### src/rtl/serdes_pkg.sv
// Shared constants and types for the 8b/10b serial transmitter.
// K28.5 codes are stored in [9:0] = a b c d e i f g h j order.
package serdes_pkg;

  localparam logic [7:0] K28_5  = 8'hBC;
  localparam int         CODE_W = 10;

  typedef enum logic {
    QUIET = 1'b0,
    SHIFT = 1'b1
  } state_t;

  localparam logic [CODE_W-1:0] K28_5_RDN = 10'b0011111010;
  localparam logic [CODE_W-1:0] K28_5_RDP = 10'b1100000101;

endpackage

### src/rtl/encoder_8b10b.sv
// Combinational 8b/10b encoder (data or K28.5), zero latency, no flow control.
// 5b/6b and 3b/4b sub-blocks are held as their RD- form and inverted when the running disparity requires it.
module encoder_8b10b
  import serdes_pkg::*;
(
  input  logic [7:0]        data,
  input  logic              k,
  input  logic              rd_in,
  output logic [CODE_W-1:0] code,
  output logic              rd_out,
  output logic              k_err
);

  logic [4:0] x;
  logic [2:0] y;
  logic [5:0] c6;
  logic [3:0] c4;
  logic       unbal6, unbal4, flip6, flip4, rd_mid, alt7;

  function automatic logic [5:0] sb6_rdn(input logic [4:0] v);
    logic [5:0] r;
    case (v)
      5'd0:  r = 6'b100111;  5'd1:  r = 6'b011101;
      5'd2:  r = 6'b101101;  5'd3:  r = 6'b110001;
      5'd4:  r = 6'b110101;  5'd5:  r = 6'b101001;
      5'd6:  r = 6'b011001;  5'd7:  r = 6'b111000;
      5'd8:  r = 6'b111001;  5'd9:  r = 6'b100101;
      5'd10: r = 6'b010101;  5'd11: r = 6'b110100;
      5'd12: r = 6'b001101;  5'd13: r = 6'b101100;
      5'd14: r = 6'b011100;  5'd15: r = 6'b010111;
      5'd16: r = 6'b011011;  5'd17: r = 6'b100011;
      5'd18: r = 6'b010011;  5'd19: r = 6'b110010;
      5'd20: r = 6'b001011;  5'd21: r = 6'b101010;
      5'd22: r = 6'b011010;  5'd23: r = 6'b111010;
      5'd24: r = 6'b110011;  5'd25: r = 6'b100110;
      5'd26: r = 6'b010110;  5'd27: r = 6'b110110;
      5'd28: r = 6'b001110;  5'd29: r = 6'b101110;
      5'd30: r = 6'b011110;  default: r = 6'b101011;
    endcase
    return r;
  endfunction

  function automatic logic [3:0] sb4_rdn(input logic [2:0] v);
    logic [3:0] r;
    case (v)
      3'd0: r = 4'b1011;  3'd1: r = 4'b1001;
      3'd2: r = 4'b0101;  3'd3: r = 4'b1100;
      3'd4: r = 4'b1101;  3'd5: r = 4'b1010;
      3'd6: r = 4'b0110;  default: r = 4'b1110;
    endcase
    return r;
  endfunction

  always_comb begin
    x      = data[4:0];
    y      = data[7:5];
    c6     = k ? K28_5_RDN[9:4] : sb6_rdn(x);
    unbal6 = ($countones(c6) != 3);
    // D.7 is balanced but still alternates with disparity
    flip6  = rd_in && (unbal6 || (!k && x == 5'd7));
    rd_mid = unbal6 ? !rd_in : rd_in;

    // A7 avoids a run of five identical bits across the sub-block seam
    alt7   = !k && (y == 3'd7) &&
             (rd_mid ? (x == 5'd11 || x == 5'd13 || x == 5'd14)
                     : (x == 5'd17 || x == 5'd18 || x == 5'd20));
    c4     = k ? 4'b0101 : (alt7 ? 4'b0111 : sb4_rdn(y));
    unbal4 = ($countones(c4) != 2);
    flip4  = rd_mid && (unbal4 || k || y == 3'd3);

    code   = {c6 ^ {6{flip6}}, c4 ^ {4{flip4}}};
    rd_out = unbal4 ? !rd_mid : rd_mid;
    k_err  = k && (data != K28_5);
  end

endmodule

### src/rtl/serializer_enc.sv
// 8b/10b serial transmitter: a byte accepted now leaves at the next word boundary, j bit first.
// One-entry hold register; o_Ready is low while it is occupied (1 byte per 10 clocks sustained).
module serializer_enc
  import serdes_pkg::*;
#(
  parameter bit SEND_IDLE = 1'b1
) (
  input  logic       i_Clk,
  input  logic       i_Rst_n,
  input  logic       i_En,
  input  logic       i_Valid,
  input  logic [7:0] i_Data,
  input  logic       i_K,
  output logic       o_Ready,
  output logic       o_Serial,
  output logic       o_Word_Start,
  output logic       o_RD,
  output logic       o_K_Err
);

  state_t            state_q, state_d;
  logic [3:0]        cnt_q, cnt_d;
  logic [CODE_W-1:0] shift_q, shift_d;
  logic              rd_q, rd_d;
  logic              serial_q;
  logic              k_err_q, k_err_d;
  logic              hold_vld_q;
  logic [8:0]        hold_q;
  logic              accept, load, take;
  logic [CODE_W-1:0] enc_code;
  logic              enc_rd, enc_k_err;

  assign o_Ready = !hold_vld_q;
  assign accept  = i_Valid && !hold_vld_q;
  assign take    = load && hold_vld_q;

  encoder_8b10b u_enc (
    .data   (hold_q[7:0]),
    .k      (hold_q[8]),
    .rd_in  (rd_q),
    .code   (enc_code),
    .rd_out (enc_rd),
    .k_err  (enc_k_err)
  );

  always_comb begin
    state_d = state_q;
    cnt_d   = cnt_q;
    shift_d = shift_q;
    rd_d    = rd_q;
    k_err_d = 1'b0;
    load    = 1'b0;

    unique case (state_q)
      QUIET: begin
        cnt_d   = '0;
        shift_d = '0;
        load    = i_En;
      end
      SHIFT: begin
        // i_En is only looked at here, so a word is never cut short
        if (cnt_q == 4'd9) begin
          if (i_En) begin
            load = 1'b1;
          end else begin
            state_d = QUIET;
            cnt_d   = '0;
            shift_d = '0;
          end
        end else begin
          cnt_d   = cnt_q + 4'd1;
          shift_d = {1'b0, shift_q[CODE_W-1:1]};
        end
      end
    endcase

    if (load) begin
      state_d = SHIFT;
      cnt_d   = '0;
      if (hold_vld_q) begin
        shift_d = enc_code;
        rd_d    = enc_rd;
        k_err_d = enc_k_err;
      end else if (SEND_IDLE) begin
        // K28.5 is unbalanced overall, so idle always flips RD
        shift_d = rd_q ? K28_5_RDP : K28_5_RDN;
        rd_d    = !rd_q;
      end else begin
        shift_d = '0;
      end
    end
  end

  always_ff @(posedge i_Clk or negedge i_Rst_n) begin
    if (!i_Rst_n) begin
      state_q    <= QUIET;
      cnt_q      <= '0;
      shift_q    <= '0;
      rd_q       <= 1'b0;
      serial_q   <= 1'b0;
      k_err_q    <= 1'b0;
      hold_vld_q <= 1'b0;
      hold_q     <= '0;
    end else begin
      state_q    <= state_d;
      cnt_q      <= cnt_d;
      shift_q    <= shift_d;
      rd_q       <= rd_d;
      serial_q   <= shift_d[0];
      k_err_q    <= k_err_d;
      hold_vld_q <= accept || (hold_vld_q && !take);
      if (accept) begin
        hold_q <= {i_K, i_Data};
      end
    end
  end

  assign o_Serial     = serial_q;
  assign o_Word_Start = (state_q == SHIFT) && (cnt_q == 4'd0);
  assign o_RD         = rd_q;
  assign o_K_Err      = k_err_q;

endmodule

### config.mk
export PLATFORM = sky130hd
export DESIGN_NAME = serializer_enc
export DESIGN_NICKNAME = d
export VERILOG_FILES = /design/src/rtl/serdes_pkg.sv /design/src/rtl/encoder_8b10b.sv /design/src/rtl/serializer_enc.sv
export SDC_FILE = /design/constraint.sdc
export NUM_CORES = 1
export LEC_CHECK = 0
export ABC_CLOCK_PERIOD_IN_PS = 15600
export CAP_MARGIN = 10
export CORE_MARGIN = 4
export CORE_UTILIZATION = 50
export DETAILED_ROUTE_END_ITERATION = 16
export PLACE_DENSITY = 0.68
export SYNTH_ARGS = -nofsm -noshare
export SYNTH_HDL_FRONTEND = slang
export SYNTH_SLANG_ARGS = --single-unit
### constraint.sdc
create_clock -name i_Clk -period 15.6 [get_ports i_Clk]
set_clock_uncertainty 0.05 [all_clocks]
set_input_delay 1.56 -clock i_Clk [delete_from_list [all_inputs] [get_ports i_Clk]]
set_output_delay 1.56 -clock i_Clk [all_outputs]
set_load 0.005 [all_outputs]
==> out/qor.log, run 1 <==
qor: run_status.run_status finished, final reports clean
qor: floorplan.num_io_pins 18
qor: sta.maxSlewHeadroom 0.417
qor: critical_path.crit_type reg2reg
qor: synthesis.synth_ff_type dfrtp_1
qor: global_routing.global_route.overflow_total 0
qor: floorplan.die_height 72.0 um
qor: synthesis.synth_async_sr_flop_share 1.00
qor: route.detail_route.first_pass.iterations 4
qor: critical_path.critPathMostFrequentCell ha_1
qor: synthesis.postSynthRegisterBits 27
qor: clock_network.clock_tree.root_cell clkbuf_8
qor: synthesis.post_synth.cell_area_avg 9.35 sq um
qor: layout.antenna-diode-count 0
qor: clock_network.clock_tree.buffer_depth 2
qor: placed_design.dp_hpwl 3610 um
qor: sta.layout_worst_path_cycle_share 0.378
qor: global_routing.grt.total_usage 0.185
qor: global_routing.antenna_found_initial 0
qor: sta.fin_crit 5.89 ns
qor: synthesis.synth_enable_flop_cells 0
qor: layout.nets 263
qor: route.ant_nets 0
qor: clock_network.clkSinkCount 27
qor: layout.num-fill-cells 318
qor: floorplan.floorplan.initialDensity 0.539
qor: global_routing.grt_start_max_net_pins 28
qor: sta.achievable-frequency 0.170 GHz
qor: critical_path.worst_setup_path_start_kind register
qor: global_routing.grt_pass1_wl 7740 um
qor: clock_network.cts_inserted_buffers 3
qor: synthesis.synth_area 0.00205 sq mm
qor: global_routing.grt_util_met3 0.0291
qor: route.detail_route.wl_per_cell 16.5 um
qor: clock_network.clock_tree_from_tritoncts built
qor: critical_path.worstSetupEndpointType register
qor: synthesis.synth_cell_types 60
qor: floorplan.placement_rows 22
qor: route.detailedRoute.firstIterationViolations 114
qor: clock_network.cts_repair_resize_count 0
qor: global_routing.grt.met1_usage 0.252
qor: synthesis.yosys_warnings 0
qor: global_routing.first_global_vias 1656
qor: sta.setup_viol 0
qor: route.dr_total_vias 1678
qor: critical_path.cpPeakStageDelay 0.51 ns
qor: critical_path.worst_ep_arrival_time 6.01 ns
qor: global_routing.grt_use_met2 0.302
qor: route.route.final.wire_length 4610 um
qor: layout.layout.cells.most_common_list dfrtp_1 (27), nand2_1 (19), nor2_1 (19)
qor: sta.worst_slew_pin_slew 0.873 ns
qor: clock_network.clk_latency 0.27 ns
qor: critical_path.crit_path_top_delay_cell fa_1
qor: hold_path.hold_path.class reg2reg
qor: critical_path.worst_path_cell_trace inv_1 -> ha_1 -> a211o_1 -> a311o_1 -> ha_1 -> fa_1 -> ha_1 -> and4bb_2 -> xnor2_1 -> mux2_2 -> nor2_1 -> inv_1 -> ha_1 -> ha_1 -> fa_1 -> nor2_1 -> nand2_1 -> o31a_1 -> xor2_1 -> a221o_1
qor: floorplan.placeableCoreArea 0.00380 sq mm
qor: synthesis.seq_area_frac_synth 0.330
qor: critical_path.cp.required 15.72 ns
qor: global_routing.global_route.peak_usage_layer met2
qor: placed_design.finalWeightedCongestion 0.849
qor: run.maxCapViolCount 0
qor: sta.finalMaxSlewViolations 0
qor: route.via_per_inst 6.01
qor: floorplan.dieArea 0.00518 sq mm
qor: clock_network.cts.htree.levels 1
qor: layout.final_layout_size_suffix_gt1_frac 0.0952
qor: layout.layout.cells.most_common dfrtp_1
qor: placed_design.numPortBuffers 17
qor: sta.report.final.hold_viol_count 0
qor: sta.grt_setup_unrepaired no
qor: synthesis.postSynthCellCount 219
qor: clock_network.cts_setup_buffers 0
qor: critical_path.timing.critical_path.fanout_max 7
qor: floorplan.die_x 72.0 um
qor: layout.layout-area-overhead-vs-synth 10.9%
qor: synthesis.syn_nets 250
qor: clock_network.cts_hold_buffers 0
qor: route.detail_route.drc_violations 0
qor: sta.fin_setup_tns 0 ns
qor: clock_network.worst_setup_hold_path_clk_slew 0.10 ns
-- final cells by class --
| class | count | area, sq um | share of cell area |
|---|---|---|---|
| tap | 48 | 60.1 | 0.0265 |
| timing repair buffer | 18 | 178 | 0.0783 |
| multi-input combinational | 170 | 1260 | 0.556 |
| clock inverter | 1 | 7.51 | 0.00331 |
| inverter | 12 | 45.0 | 0.0198 |
| sequential | 27 | 676 | 0.298 |
| clock buffer | 3 | 41.3 | 0.0182 |
-- Yosys cell counts (2+ instances only) --
| master | count | share of area |
|---|---|---|
| buf_4 | 2 | 0.0073 |
| a211oi_1 | 4 | 0.015 |
| a31o_2 | 2 | 0.0086 |
| xor2_1 | 4 | 0.017 |
| a211o_1 | 2 | 0.0086 |
| nand2_2 | 2 | 0.0061 |
| nand2b_1 | 4 | 0.012 |
| a22oi_1 | 2 | 0.0073 |
| buf_2 | 3 | 0.0073 |
| o21ai_0 | 14 | 0.034 |
| a21boi_0 | 2 | 0.0073 |
| clkbuf_1 | 3 | 0.0055 |
| nor4_1 | 2 | 0.0061 |
| nand3_1 | 4 | 0.0098 |
| nand2_1 | 19 | 0.035 |
| xnor2_1 | 6 | 0.026 |
| o21ai_1 | 2 | 0.0049 |
| ha_1 | 15 | 0.092 |
| buf_6 | 2 | 0.011 |
| and2b_1 | 2 | 0.0073 |
| a31oi_1 | 2 | 0.0061 |
| nor3_1 | 4 | 0.0098 |
| nor2_1 | 19 | 0.035 |
| o31a_1 | 2 | 0.0086 |
| mux2_2 | 3 | 0.017 |
| a21oi_1 | 8 | 0.020 |
| a21o_1 | 3 | 0.011 |
| inv_1 | 11 | 0.020 |
| dfrtp_1 | 27 | 0.33 |
| and4bb_2 | 2 | 0.012 |
| mux2i_1 | 4 | 0.020 |
| fa_1 | 3 | 0.029 |
| and3_1 | 2 | 0.0061 |
| nor2b_1 | 4 | 0.012 |
| and4_1 | 2 | 0.0086 |
| a221o_1 | 3 | 0.015 |
-- registers in the layout, indices dropped and copies added (netlist names) --
signal,flops
cnt_q,4
hold_q,9
hold_vld_q,1
o_K_Err,1
o_RD,1
shift_q,10
state_q,1
-- cells by family after synthesis --
family / Yosys count / synth area share
and+or+nand+nor: 76 / 0.202
muxes: 8 / 0.0434
adders and majority gates: 18 / 0.121
DFF: 27 / 0.330
buffers and inverters: 22 / 0.0532
xor gates and xnor gates: 10 / 0.0428
AOI/OAI and AO/OA: 58 / 0.207
-- metal layers --
| layer | vias to the layer above | wire length, um | share of wire |
|---|---|---|---|
| met5 | - | 0 | 0 |
| met4 | 0 | 72 | 0.016 |
| met3 | 8 | 199 | 0.043 |
| met2 | 57 | 2210 | 0.48 |
| met1 | 800 | 2130 | 0.46 |
| li1 | 813 | - | - |
-- worst max-delay path, delay by kind of cell, from the launching register on --
| kind | cells | cell delay (ns) |
|---|---|---|
| adder cells (fa/ha/maj) | 7 | 2.21 |
| AO/OA/AOI/OAI | 4 | 1.42 |
| multiplexers | 1 | 0.38 |
| XOR/XNOR | 2 | 0.40 |
| AND/OR/NAND/NOR | 4 | 0.62 |
| buffers and inverters | 2 | 0.24 |
| flip-flops | 1 | 0.47 |
-- path summary, 6_finish.rpt --
| path | cells past startpoint | start | end | slack [ns] |
|---|---|---|---|---|
| setup / recovery | 20 | hold_q[0]$_DFFE_PN0P_ | shift_q[1]$_DFFE_PN0P_ | 9.71 |
| hold / removal | 2 | shift_q[3]$_DFFE_PN0P_ | shift_q[2]$_DFFE_PN0P_ | 0.45 |
| setup reg to reg | 20 | hold_q[0]$_DFFE_PN0P_ | shift_q[1]$_DFFE_PN0P_ | 9.71 |
| hold reg to reg | 2 | shift_q[3]$_DFFE_PN0P_ | shift_q[2]$_DFFE_PN0P_ | 0.45 |
| max in group asynchronous | 2 | i_Rst_n | hold_q[0]$_DFFE_PN0P_ | 13.63 |
| min in group asynchronous | 2 | i_Rst_n | shift_q[9]$_DFFE_PN0P_ | 1.60 |
-- metrics by stage --
step	instances	setup WS, ns	instance area, sq um	hold WS (ns)	util
floorplan	219	10.20	2050	0.402	-
global placement	275	9.96	2220	0.423	0.585
detailed placement	275	9.75	2220	0.428	0.585
CTS	279	9.73	2270	0.451	0.597
global route	279	9.42	2270	0.468	0.597
finish	279	9.71	2270	0.446	0.597
Power of run 1 is left out: the tool's default activity adds up to more than one toggle a clock period on the data nets, which glitch-free logic cannot reach.
==> run 2, diff against run 1 <==
ABC_CLOCK_PERIOD_IN_PS = 5400   (was 15600)
PLACE_DENSITY = 0.7   (was 0.68)
clock period = 5.4 ns   (was 15.6 ns; I/O delays follow)
==> run 2 against run 1 <==
Against the previous run: sequential share of layout area fell by 4.0 points; critical endpoint unchanged; largest cell class unchanged; maximum frequency rose by 12%; non-clock buffer count rose by 28; register-to-register slack got worse by 9.6 ns; via count rose by 7.1%.
==> out/qor.log, run 2 (synthesized netlist as in run 1, its figures left out) <==
qor: route.detail_route.first_pass.iterations 4
qor: layout.flip_flop_count_of_the_largest_register_after_layout 10
qor: clock_network.clk_latency 0.28 ns
qor: floorplan.floorplan.initialDensity 0.539
qor: layout.nets 291
qor: clock_network.clock_tree.buffer_depth 2
qor: global_routing.grt_pass1_wl 7670 um
qor: sta.maxSlewHeadroom 0.404
qor: layout.layout.cells.most_common buf_4
qor: global_routing.grt_start_max_net_pins 28
qor: run.maxCapViolCount 0
qor: sta.fin_crit 5.25 ns
qor: critical_path.timing.critical_path.fanout_max 5
qor: critical_path.worst_setup_path_start_kind register
qor: route.dr_total_vias 1797
qor: sta.report.final.hold_viol_count 0
qor: critical_path.worstSetupEndpointType register
qor: route.ant_nets 0
qor: clock_network.clock_tree_from_tritoncts built
qor: global_routing.first_global_vias 1641
qor: global_routing.grt_util_met3 0.0360
qor: global_routing.global_route.overflow_total 0
qor: route.detail_route.drc_violations 0
qor: global_routing.grt_use_met2 0.329
qor: sta.timing.hold.ws 0.452 ns
qor: route.detailedRoute.firstIterationViolations 111
qor: global_routing.global_route.peak_usage_layer met2
qor: sta.achievable-frequency 0.191 GHz
qor: sta.setup_viol 0
qor: route.route.final.wire_length 4770 um
qor: floorplan.dieArea 0.00518 sq mm
qor: floorplan.placement_rows 22
qor: placed_design.dp_hpwl 3540 um
qor: run_status.run_status finished, final reports clean
qor: layout.antenna-diode-count 0
qor: layout.layout-area-overhead-vs-synth 28.8%
qor: sta.fin_setup_tns 0 ns
qor: floorplan.num_io_pins 18
qor: critical_path.crit_type reg2reg
qor: critical_path.worst_ep_arrival_time 5.37 ns
qor: layout.instances_no_fill 307
qor: clock_network.cts.htree.levels 1
qor: layout.layout.cells.most_common_list buf_4 (27), dfrtp_1 (25), nand2_1 (19)
qor: sta.layout_worst_path_cycle_share 0.972
qor: clock_network.clock_tree.root_cell clkbuf_8
qor: route.via_per_inst 5.85
qor: critical_path.cp.required 5.52 ns
qor: placed_design.numPortBuffers 17
qor: floorplan.die_x 72.0 um
qor: clock_network.cts_inserted_buffers 3
qor: layout.final_layout_size_suffix_gt1_frac 0.282
qor: clock_network.worst_setup_hold_path_clk_slew 0.10 ns
qor: floorplan.placeableCoreArea 0.00380 sq mm
qor: sta.finalMaxSlewViolations 0
qor: placed_design.finalWeightedCongestion 0.892
qor: layout.largest-register shift_q
qor: floorplan.die_height 72.0 um
qor: global_routing.antenna_found_initial 0
qor: clock_network.clkSinkCount 27
qor: global_routing.grt.total_usage 0.187
qor: hold_path.hold_path.class reg2reg
qor: route.detail_route.wl_per_cell 15.6 um
qor: placed_design.placedCellCount 296
qor: layout.reg_top3 shift_q (10), hold_q (9), cnt_q (4)
qor: sta.worst_slew_pin_slew 0.892 ns
qor: global_routing.grt.met1_usage 0.232
## run 2: cell types whose count changed in the layout (fill, tap and decap cells not counted), sizes merged
cell / delta
buf: +28
## run 2: area by class of cell
class	count	area (sq um)
Multi-Input combinational cell	170	1400
Fill cell	301	1160
Sequential cell	27	678
Timing Repair Buffer	46	395
Tap cell	48	60.1
Inverter	12	50.0
Clock buffer	3	41.3
Clock inverter	1	7.51
## run 2: path summary, 6_finish.rpt
| kind | start | to | slack [ns] | cells past startpoint |
|---|---|---|---|---|
| hold / removal | shift_q[6]$_DFFE_PN0P_ | shift_q[5]$_DFFE_PN0P_ | 0.45 | 1 |
| hold reg to reg | shift_q[6]$_DFFE_PN0P_ | shift_q[5]$_DFFE_PN0P_ | 0.45 | 1 |
| setup / recovery | hold_q[0]$_DFFE_PN0P_ | shift_q[1]$_DFFE_PN0P_ | 0.15 | 22 |
| max in group asynchronous | i_Rst_n | hold_q[1]$_DFFE_PN0P_ | 4.45 | 2 |
| setup reg to reg | hold_q[0]$_DFFE_PN0P_ | shift_q[1]$_DFFE_PN0P_ | 0.15 | 22 |
| min in group asynchronous | i_Rst_n | shift_q[4]$_DFFE_PN0P_ | 0.57 | 2 |
## run 2: repair_timing
action                                  in CTS  in global routing
pin swaps                                    1                 13
buffers inserted                             1                  6
hold buffers                                 0                  0
endpoints found under the setup margin       3                  5
gates resized for setup                      2                 34
hold endpoints to repair                     0                  0
## run 2: worst max-delay path, stage by stage, from the launching register on
cell      delay, ns
dfrtp_2        0.45
inv_4          0.08
buf_6          0.12
ha_2           0.20
o32a_1         0.33
a21o_1         0.19
nand2_1        0.07
ha_2           0.27
fa_1           0.36
ha_1           0.29
and4bb_2       0.25
xnor2_2        0.20
mux2_4         0.35
nor2_4         0.12
inv_1          0.05
ha_1           0.29
ha_2           0.18
fa_1           0.35
nor2_1         0.12
nand2_1        0.08
o31a_1         0.27
xor2_1         0.16
a221o_1        0.31
## run 2: through the flow
stage,instance area (sq um),setup slack [ns],utilization
CTS,2440,0.0365,0.643
global route,2640,-0.0778,0.694
detailed placement,2380,-0.0533,0.626
floorplan,2050,0.0343,-
global placement,2380,0.100,0.626
finish,2640,0.151,0.694
## run 2: metal layers
metal / wire (um) / vias to the layer above
li1: - / 876
met1: 2070 / 872
met2: 2410 / 41
met3: 218 / 8
met4: 72 / 0
met5: 0 / -
Power of run 2 is left out for the same reason.
